[src/rtl/multdiv_if.sv]
// rtl/multdiv_if.sv - operand/strobe/result bundle for the multdiv unit
interface multdiv_if;
  logic [31:0] data_operandA;
  logic [31:0] data_operandB;
  logic        ctrl_MULT;
  logic        ctrl_DIV;
  logic [31:0] data_result;
  logic        data_exception;
  logic        data_resultRDY;

  modport master (
    output data_operandA, data_operandB, ctrl_MULT, ctrl_DIV,
    input  data_result, data_exception, data_resultRDY
  );

  modport slave (
    input  data_operandA, data_operandB, ctrl_MULT, ctrl_DIV,
    output data_result, data_exception, data_resultRDY
  );
endinterface

[src/rtl/multdiv.sv]
// rtl/multdiv.sv - iterative signed 32-bit multiplier (radix-2 Booth) and restoring divider
// One iteration per clock, 32 iterations per operation; any start strobe restarts the unit.
module multdiv (
  input  logic     clock,
  input  logic     reset,
  multdiv_if.slave bus
);

  typedef enum logic [1:0] {IDLE, MUL, DIV, DONE} state_t;

  state_t      state_q, state_d;
  logic [5:0]  cnt_q, cnt_d;
  logic [31:0] mcand_q, mcand_d;   // multiplicand, or divisor magnitude
  logic [32:0] acc_q, acc_d;       // Booth high half, or partial remainder
  logic [31:0] mlier_q, mlier_d;   // multiplier low half, or dividend/quotient
  logic        qm1_q, qm1_d;
  logic        neg_q, neg_d;
  logic [31:0] result_q, result_d;
  logic        exc_q, exc_d;
  logic        rdy_q, rdy_d;

  logic [32:0] m_ext;
  logic [32:0] booth_sum;
  logic [63:0] prod;
  logic [32:0] rem_shift;
  logic [33:0] diff;
  logic [31:0] quo_mag;
  logic [31:0] quo_signed;
  logic [31:0] a_mag;
  logic [31:0] b_mag;

  always_comb begin
    m_ext = {mcand_q[31], mcand_q};
    case ({mlier_q[0], qm1_q})
      2'b01:   booth_sum = acc_q + m_ext;
      2'b10:   booth_sum = acc_q - m_ext;
      default: booth_sum = acc_q;
    endcase
    // Product after this step's arithmetic shift; only meaningful on the last step.
    prod       = {booth_sum, mlier_q[31:1]};
    rem_shift  = {acc_q[31:0], mlier_q[31]};
    diff       = {1'b0, rem_shift} - {2'b00, mcand_q};
    quo_mag    = {mlier_q[30:0], ~diff[33]};
    quo_signed = neg_q ? -quo_mag : quo_mag;
    a_mag      = bus.data_operandA[31] ? -bus.data_operandA : bus.data_operandA;
    b_mag      = bus.data_operandB[31] ? -bus.data_operandB : bus.data_operandB;
  end

  always_comb begin
    state_d  = state_q;
    cnt_d    = cnt_q;
    mcand_d  = mcand_q;
    acc_d    = acc_q;
    mlier_d  = mlier_q;
    qm1_d    = qm1_q;
    neg_d    = neg_q;
    result_d = result_q;
    exc_d    = exc_q;
    rdy_d    = 1'b0;

    if (bus.ctrl_MULT) begin
      state_d  = MUL;
      cnt_d    = 6'd0;
      mcand_d  = bus.data_operandA;
      mlier_d  = bus.data_operandB;
      acc_d    = 33'd0;
      qm1_d    = 1'b0;
      neg_d    = 1'b0;
      result_d = 32'd0;
      exc_d    = 1'b0;
    end else if (bus.ctrl_DIV) begin
      state_d  = DIV;
      cnt_d    = 6'd0;
      mcand_d  = b_mag;
      mlier_d  = a_mag;
      acc_d    = 33'd0;
      qm1_d    = 1'b0;
      neg_d    = bus.data_operandA[31] ^ bus.data_operandB[31];
      result_d = 32'd0;
      exc_d    = 1'b0;
    end else begin
      case (state_q)
        MUL: begin
          acc_d   = {booth_sum[32], booth_sum[32:1]};
          mlier_d = {booth_sum[0], mlier_q[31:1]};
          qm1_d   = mlier_q[0];
          cnt_d   = cnt_q + 6'd1;
          if (cnt_q == 6'd31) begin
            state_d  = DONE;
            rdy_d    = 1'b1;
            result_d = prod[31:0];
            exc_d    = !((&prod[63:31]) || !(|prod[63:31]));
          end
        end
        DIV: begin
          if (mcand_q == 32'd0) begin
            state_d  = DONE;
            rdy_d    = 1'b1;
            result_d = 32'd0;
            exc_d    = 1'b1;
          end else begin
            acc_d   = diff[33] ? rem_shift : diff[32:0];
            mlier_d = quo_mag;
            cnt_d   = cnt_q + 6'd1;
            if (cnt_q == 6'd31) begin
              state_d  = DONE;
              rdy_d    = 1'b1;
              result_d = quo_signed;
              // Only -2^31 / -1 yields a positive quotient that does not fit.
              exc_d    = !neg_q && quo_mag[31];
            end
          end
        end
        DONE:    state_d = IDLE;
        default: state_d = IDLE;
      endcase
    end
  end

  always_ff @(posedge clock or posedge reset) begin
    if (reset) begin
      state_q  <= IDLE;
      cnt_q    <= 6'd0;
      mcand_q  <= 32'd0;
      acc_q    <= 33'd0;
      mlier_q  <= 32'd0;
      qm1_q    <= 1'b0;
      neg_q    <= 1'b0;
      result_q <= 32'd0;
      exc_q    <= 1'b0;
      rdy_q    <= 1'b0;
    end else begin
      state_q  <= state_d;
      cnt_q    <= cnt_d;
      mcand_q  <= mcand_d;
      acc_q    <= acc_d;
      mlier_q  <= mlier_d;
      qm1_q    <= qm1_d;
      neg_q    <= neg_d;
      result_q <= result_d;
      exc_q    <= exc_d;
      rdy_q    <= rdy_d;
    end
  end

  assign bus.data_result    = result_q;
  assign bus.data_exception = exc_q;
  assign bus.data_resultRDY = rdy_q;

endmodule
[src/flat_wrapper.sv]
// flat-port wrapper written by rule: the top's interface ports become plain ports
module multdiv_flat 
  (clock, reset, bus_data_operandA, bus_data_operandB, bus_ctrl_MULT, bus_ctrl_DIV, bus_data_result, bus_data_exception, bus_data_resultRDY);
  multdiv_if bus_i ();
  input  logic clock;
  input  logic reset;
  input wire logic [$bits(bus_i.data_operandA)-1:0] bus_data_operandA;
  input wire logic [$bits(bus_i.data_operandB)-1:0] bus_data_operandB;
  input wire logic [$bits(bus_i.ctrl_MULT)-1:0] bus_ctrl_MULT;
  input wire logic [$bits(bus_i.ctrl_DIV)-1:0] bus_ctrl_DIV;
  output wire logic [$bits(bus_i.data_result)-1:0] bus_data_result;
  output wire logic [$bits(bus_i.data_exception)-1:0] bus_data_exception;
  output wire logic [$bits(bus_i.data_resultRDY)-1:0] bus_data_resultRDY;
  assign bus_i.data_operandA = bus_data_operandA;
  assign bus_i.data_operandB = bus_data_operandB;
  assign bus_i.ctrl_MULT = bus_ctrl_MULT;
  assign bus_i.ctrl_DIV = bus_ctrl_DIV;
  assign bus_data_result = bus_i.data_result;
  assign bus_data_exception = bus_i.data_exception;
  assign bus_data_resultRDY = bus_i.data_resultRDY;
  multdiv u_core (.clock(clock), .reset(reset), .bus(bus_i));
endmodule
[config.mk]
export PLATFORM = sky130hd
export DESIGN_NAME = multdiv_flat
export DESIGN_NICKNAME = d
export VERILOG_FILES = /design/src/rtl/multdiv_if.sv /design/src/rtl/multdiv.sv /design/src/flat_wrapper.sv
export SDC_FILE = /design/constraint.sdc
export NUM_CORES = 1
export LEC_CHECK = 0
export BUFFER_PORTS_ARGS = -buffer_cell sky130_fd_sc_hd__buf_4
export CORE_MARGIN = 4
export CORE_UTILIZATION = 50
export CTS_CLUSTER_DIAMETER = 150
export CTS_CLUSTER_SIZE = 30
export DETAILED_ROUTE_END_ITERATION = 8
export PLACE_DENSITY = 0.74
export RECOVER_POWER = 50
export SYNTH_ARGS = -nofsm -noshare
export SYNTH_HDL_FRONTEND = slang
export SYNTH_SLANG_ARGS = --single-unit
[constraint.sdc]
create_clock -name clock -period 6.5 [get_ports clock]
set_clock_uncertainty 0.2 [all_clocks]
set_input_delay 0.65 -clock clock [delete_from_list [all_inputs] [get_ports clock]]
set_output_delay 0.65 -clock clock [all_outputs]
set_load 0.02 [all_outputs]
# After elaboration in Yosys (flattened, before gate mapping)
# Index checks and enable logic that the tools add are counted.
# totals
latch_bits	0
inputBits	68
regBits	141
romBits	0
wordCells	86
mem_bits_rw	0
memories	0
# classes
n_addsub	7
mul	0
magnitude_cmp	0
muxes	46
div_mod_pow	0
n_reduce_logical	13
n_eq_ne	8
shift	0
bitwise_logic	2
# op_table
cell	count
$mux W32	13
$mux W33	4
$pmux W33 S2	2
$pmux W32 S2	2
$neg A32 Y32	3
$sub A33 B32 Y34	1
$add A33 B33 Y33	1
$reduce_and A33 Y1	1
$reduce_or A33 Y1	1
$sub A33 B33 Y33	1
$logic_not A32 Y1	1
$mux W6	3
$mux W1	14
$pmux W6 S2	1
$mux W2	4
$add A6 B1 Y6 const B	1
$eq A6 B5 Y1 const B	1
$ne A5 B3 Y1 const B	1
$eq A2 B1 Y1 const B	2
$eq A2 B2 Y1 const B	2
$ne A4 B3 Y1 const B	1
$ne A4 B4 Y1 const B	1
$pmux W1 S2	2
$pmux W2 S2	1
other kinds (10)	12

# Logic depth before layout (Yosys ltp)
# depth
ltp_word	10
mapped_depth	21
mapped_depth_nobuf	20

# Worst setup path after synthesis
# No wires, ideal clock.
# synth_timing
kind	register to register
from	register u_core.mcand_q[2]
to	register u_core.exc_q (netlist: u_core.bus.data_exception)
period_less_slack_ps	5031
setup_time_ps	127
required_time_ps	6173
t_arrival_ps	4704
stages_incl_launch_ff	20
slack_ps	1469
path_cell_list	dfrtp_1 -> nor2_1 -> and4_1 -> and3_1 -> nand2_1 -> nor4_1 -> a41oi_1 -> xnor2_1 -> ha_1 -> clkbuf_1 -> a21oi_1 -> nand2_1 -> nor3_1 -> a21oi_1 -> or2_1 -> o311a_1 -> or4_1 -> nor4_1 -> and4_1 -> nor3_1
# synth_via
elab_chain_len	10
elab_cells_between_ends	16
# synth_rtl
item	line	source
start: declaration	multdiv.sv:13	logic [31:0] mcand_q, mcand_d;
start signal: assignment	multdiv.sv:135	mcand_q <= mcand_d;
$sub A33 B33 Y33 or $add A33 B33 Y33 (tied branches)	multdiv.sv:36, multdiv.sv:35	
$pmux W33 S2	multdiv.sv:34	case ({mlier_q[0], qm1_q})
$reduce_or A33 Y1	multdiv.sv:92	exc_d = !((&prod[63:31]) || !(|prod[63:31]));
$logic_not A1 Y1	multdiv.sv:92	
$logic_or A1 B1 Y1	multdiv.sv:92	
$logic_not A1 Y1	multdiv.sv:92	
$mux W1	multdiv.sv:88	if (cnt_q == 6'd31) begin
$pmux W1 S2	multdiv.sv:82	case (state_q)
$mux W1	multdiv.sv:71	end else if (bus.ctrl_DIV) begin
$mux W1	multdiv.sv:61	if (bus.ctrl_MULT) begin
end signal: assignment	multdiv.sv:130	exc_q <= 1'b0;
end signal: assignment	multdiv.sv:141	exc_q <= exc_d;
end: declaration	multdiv.sv:19	logic exc_q, exc_d;
# Parallel ways exist; a longest one is shown, timed or not. The select of a mux whose other input is x is not followed.
# A chain may end at the register's enable or synchronous reset.

# Worst setup path after layout
# layout_timing
from	register u_core.mcand_q[1]
to	register u_core.exc_q (netlist: u_core.bus.data_exception)
# Same word-level chain as after synthesis.

==> results.md <==
* Share of power burned in registers at 30.3%
* Setup TNS at 0 ns
* Post-CTS Setup Repair Bufs at 0
* Layout cells sized above 1 at ~7.7%
* All-Layer GR Usage at between 30% and 40%
* Core ar. at approximately 0.028 mm²
* GPL Wtd Cong at ~1
* Buf/Inv on CP at 1
* Post-Place Cells at 2283
* Port Buf Inserts at 101
* Count of pins over their slew limit at between 200 and 300
* EDFF count, synth at 0
* Row cnt at 61
* PostCTS Resize Cnt at 0
* Initial Utilization at between 50% and 60%
* Clock tree root driver cell: clkbuf_16
* Synth Register Bits at approximately 140
* Violated checks: max-capacitance violations, max-slew violations
* Hold Startpoint: bus_data_operandA[11]
* Mapped Area at around 0.014 mm²
* Avg Cell Area, Syn at between 7 and 8 µm²
* Iter 0 DRT Violations at approximately 1800
* Final clock period utilization by the worst path at between 80% and 90%
* Setup crit start kind: flop
* Crit Reg-Reg Endpoint: u_core.bus.data_exception
* R2r setup slk at 0.90 ns
* Hold path cells at 3
* Mapped Cells at 1909
* Post-DP HPWL at 36200 µm
* CTS Buf Count at 17
* Worst reg2reg path depth at 18
* Worst slew pin tran at roughly 3.6 ns
* Leakage at 6.72 nW
* Cell family with most CP delay: simple AND/OR/NAND/NOR gates
* CTS Sinks at ~140
* Crit Path Max Fanout at 11
* Chip Height at ~180 µm
* Worst vdd ir at roughly 0.00019 V
* DRT Wirelength at 48100 µm
* Power Density at 234 mW/mm²
* Remaining antenna violation count at 0
* Combinational power share at 42.5%
* Post-synth ARST share at 100%
* Distinct cells, synth at 76
* Status: finished, violations left
* Post-route worst setup slack at 0.902 ns
* First-pass DRT Iterations at 8
* Max frequency at around 180 MHz
* Global-route wire length before repair at ~77000 µm
* Hold Buf Count CTS at 0
* Post-Layout Cell Count at 2315
* Switching part of the total at 43.4%
* Total number of vias at 14900
* Via-to-Cell Ratio at ~6.5
* Crit-path slowest cell: or4_1
* RSZ-0062 raised after global routing: false
* Level count of the clock H-tree at 4
* Primary FF master, synth: dfrtp_1
* Crit. End Element: flop
* Die ar. at 0.0316 mm²
* Clk pwr share at roughly 27%
* ANT cells at 0
* CTS tree: done
* Final setup viols at 0
* Psw at about 0.0016 W
* Hold Path End: u_core.mcand_q[11]
* Worst rel slew slack at -143%
* Final layout net count at between 2000 and 2500
* Antenna violations before repair at 0
* Worst Setup SP: u_core.mcand_q[1]
* Global route overflow at 0
* Clk Latency, worst-skew pair at about 0.44 ns
* CTS clk-pin slew, worst paths at approximately 0.070 ns
* Max Cap Viol at 4
* WS Path Type: flop to flop
* Area growth from synthesis to layout at 9.58%
* Crit-path cells: inv_1 -> ha_1 -> nor4b_1 -> and4_1 -> and3_1 -> nor2_1 -> xnor2_1 -> ha_1 -> and3_1 -> nor3b_1 -> nand4b_1 -> a21oi_1 -> o21a_1 -> o211ai_1 -> or4_1 -> nor4_1 -> and4_1 -> nor3_1
* WP data arrival at between 5 and 6 ns
* Fin. Hold Viols at 0
* Net count after synthesis at just over 2000
* Crit. path cell count at 18
* Reg2Reg Launch Point: u_core.mcand_q[1]
* IO Count at 102
* Largest net degree at the start of global routing at 86
* CP max stage delay at around 0.53 ns
* Sequential fraction of the synthesis area at 24.5%
* P_int at about 0.0021 W
* Data required time of the worst path at between 6 and 7 ns
* Pre-CTS WS at 1.05 ns
* Routed WL per cell at approximately 21 µm
* Yosys warnings at 0
* Via count of the first global-routing pass at around 14000
* Die width at ~180 µm
* Drt drc at 0
* Tmin final at ~5.6 ns
* Hold Crit Class: input pin to flop
* Longest Clk Path Bufs at 2
-- cell usage in the layout, fill, tap and decap left out, types with 7 or more instances in the layout --
master     instances
nand2_1          234
o21ai_0          196
dfrtp_1          141
a21oi_1          135
nor2_1           115
xor2_1            85
buf_4             80
inv_1             75
ha_1              71
a211oi_1          70
xnor2_1           69
o31ai_1           43
a21o_1            37
clkbuf_1          36
nor3_1            35
nor2b_1           35
nand3_1           35
o211ai_1          31
a22o_1            24
a31oi_1           21
or3_1             20
a22oi_1           20
o41ai_1           20
mux2i_1           19
nand4_1           18
nand2b_1          17
clkbuf_16         17
and3_1            16
nor4_1            15
o21a_1            13
or4_1             12
or2_2             11
and4_1            11
and2_1             9
o211a_1            9
o22ai_1            7
o311a_1            7
nand3b_1           7
inv_6              7
-- layer usage --
layer  part of all wire, %  global-route usage [%]  vias to the layer above
met5                     0                       0                        -
met4                   3.4                    10.2                        0
met3                   7.9                    4.03                       89
met2                    44                    47.0                      715
met1                    44                    43.3                     7054
li1                      -                       -                     7086
-- metrics by stage --
| stage | cell area (µm²) | hold WS, ns | total power (W) | utilization [%] |
|---|---|---|---|---|
| 5_1_grt | 15800 | 0.236 | 0.00389 | 56.2 |
| 4_1_cts | 15900 | 0.166 | 0.00367 | 56.7 |
| 3_5_place_dp | 15300 | 0.292 | 0.00266 | 54.6 |
| 2_1_floorplan | 14400 | 0.286 | 0.00220 | - |
| 3_3_place_gp | 15300 | 0.293 | 0.00264 | 54.6 |
| 6_report | 15800 | 0.240 | 0.00369 | 56.2 |
-- area by class of cell --
class	instances	area, µm²
Clock buffer	17	425
Clock inverter	15	166
Fill cell	2727	12300
Multi-Input combinational cell	1569	10100
Inverter	77	290
Sequential cell	141	3530
Timing Repair Buffer	118	748
Tap cell	378	473
-- worst reg2reg max path: stages (launching register included) --
cell      delay (ns)
dfrtp_1         0.39
inv_1           0.15
ha_1            0.24
nor4b_1         0.49
and4_1          0.49
and3_1          0.27
nor2_1          0.07
xnor2_1         0.15
ha_1            0.52
and3_1          0.30
nor3b_1         0.38
nand4b_1        0.15
a21oi_1         0.31
o21a_1          0.18
o211ai_1        0.14
or4_1           0.53
nor4_1          0.24
and4_1          0.25
nor3_1          0.05
-- worst max path at each step --
stage	to	slack, ns
6_report	u_core.bus.data_exception	0.90
2_1_floorplan	u_core.bus.data_exception	1.47
3_3_place_gp	u_core.acc_q[29]	1.19
4_1_cts	u_core.bus.data_exception	1.03
5_1_grt	u_core.bus.data_exception	0.63
3_5_place_dp	u_core.bus.data_exception	1.05
-- power groups by stage --
stage / logic (W) / clock network (W) / registers [W]
finish: 0.00157 / 0.00100 / 0.00112
global route: 0.00173 / 0.00105 / 0.00112
CTS: 0.00155 / 0.00101 / 0.00111
detailed placement: 0.00153 / 0 / 0.00112
global placement: 0.00152 / 0 / 0.00112
floorplan: 0.00115 / 0 / 0.00105
-- sequential cells by signal, indices dropped and copies added (netlist names) --
name and flops:
u_core.state_q 2, u_core.cnt_q 6, u_core.neg_q 1, u_core.mlier_q 32, u_core.mcand_q 32, u_core.bus.data_result 32, u_core.acc_q 33, u_core.bus.data_resultRDY 1
u_core.qm1_q 1, u_core.bus.data_exception 1
-- cells by family (layout without fill, tap and decap cells) --
family                   Yosys count  after routing  share of synthesized area, %
AO/OA/AOI/OAI                    702            702                          31.8
XOR/XNOR                         154            154                          9.37
adder cells (fa/ha/maj)           75             75                          6.62
buffers and inverters            199            227                          5.21
flip-flops                       141            141                          24.5
multiplexers                      24             24                          1.71
AND/OR/NAND/NOR                  614            614                          20.7
-- cells in the mapped netlist (18+ instances only) --
| master | number | area [µm²] |
|---|---|---|
| o211ai_1 | 31 | 233 |
| a21o_1 | 37 | 278 |
| nand3_1 | 35 | 175 |
| a211oi_1 | 70 | 526 |
| or3_1 | 20 | 125 |
| nand4_1 | 18 | 113 |
| clkbuf_1 | 106 | 398 |
| o31ai_1 | 43 | 323 |
| nor2b_1 | 35 | 219 |
| a31oi_1 | 21 | 131 |
| a22oi_1 | 20 | 150 |
| o21ai_0 | 196 | 981 |
| inv_1 | 76 | 285 |
| a22o_1 | 24 | 210 |
| nor3_1 | 35 | 175 |
| o41ai_1 | 20 | 175 |
| nand2_1 | 234 | 878 |
| a21oi_1 | 135 | 676 |
| nor2_1 | 117 | 439 |
| xnor2_1 | 69 | 604 |
| mux2i_1 | 19 | 190 |
| xor2_1 | 85 | 744 |
| ha_1 | 73 | 913 |
| dfrtp_1 | 141 | 3530 |
Power figures use the tool's default switching activity.
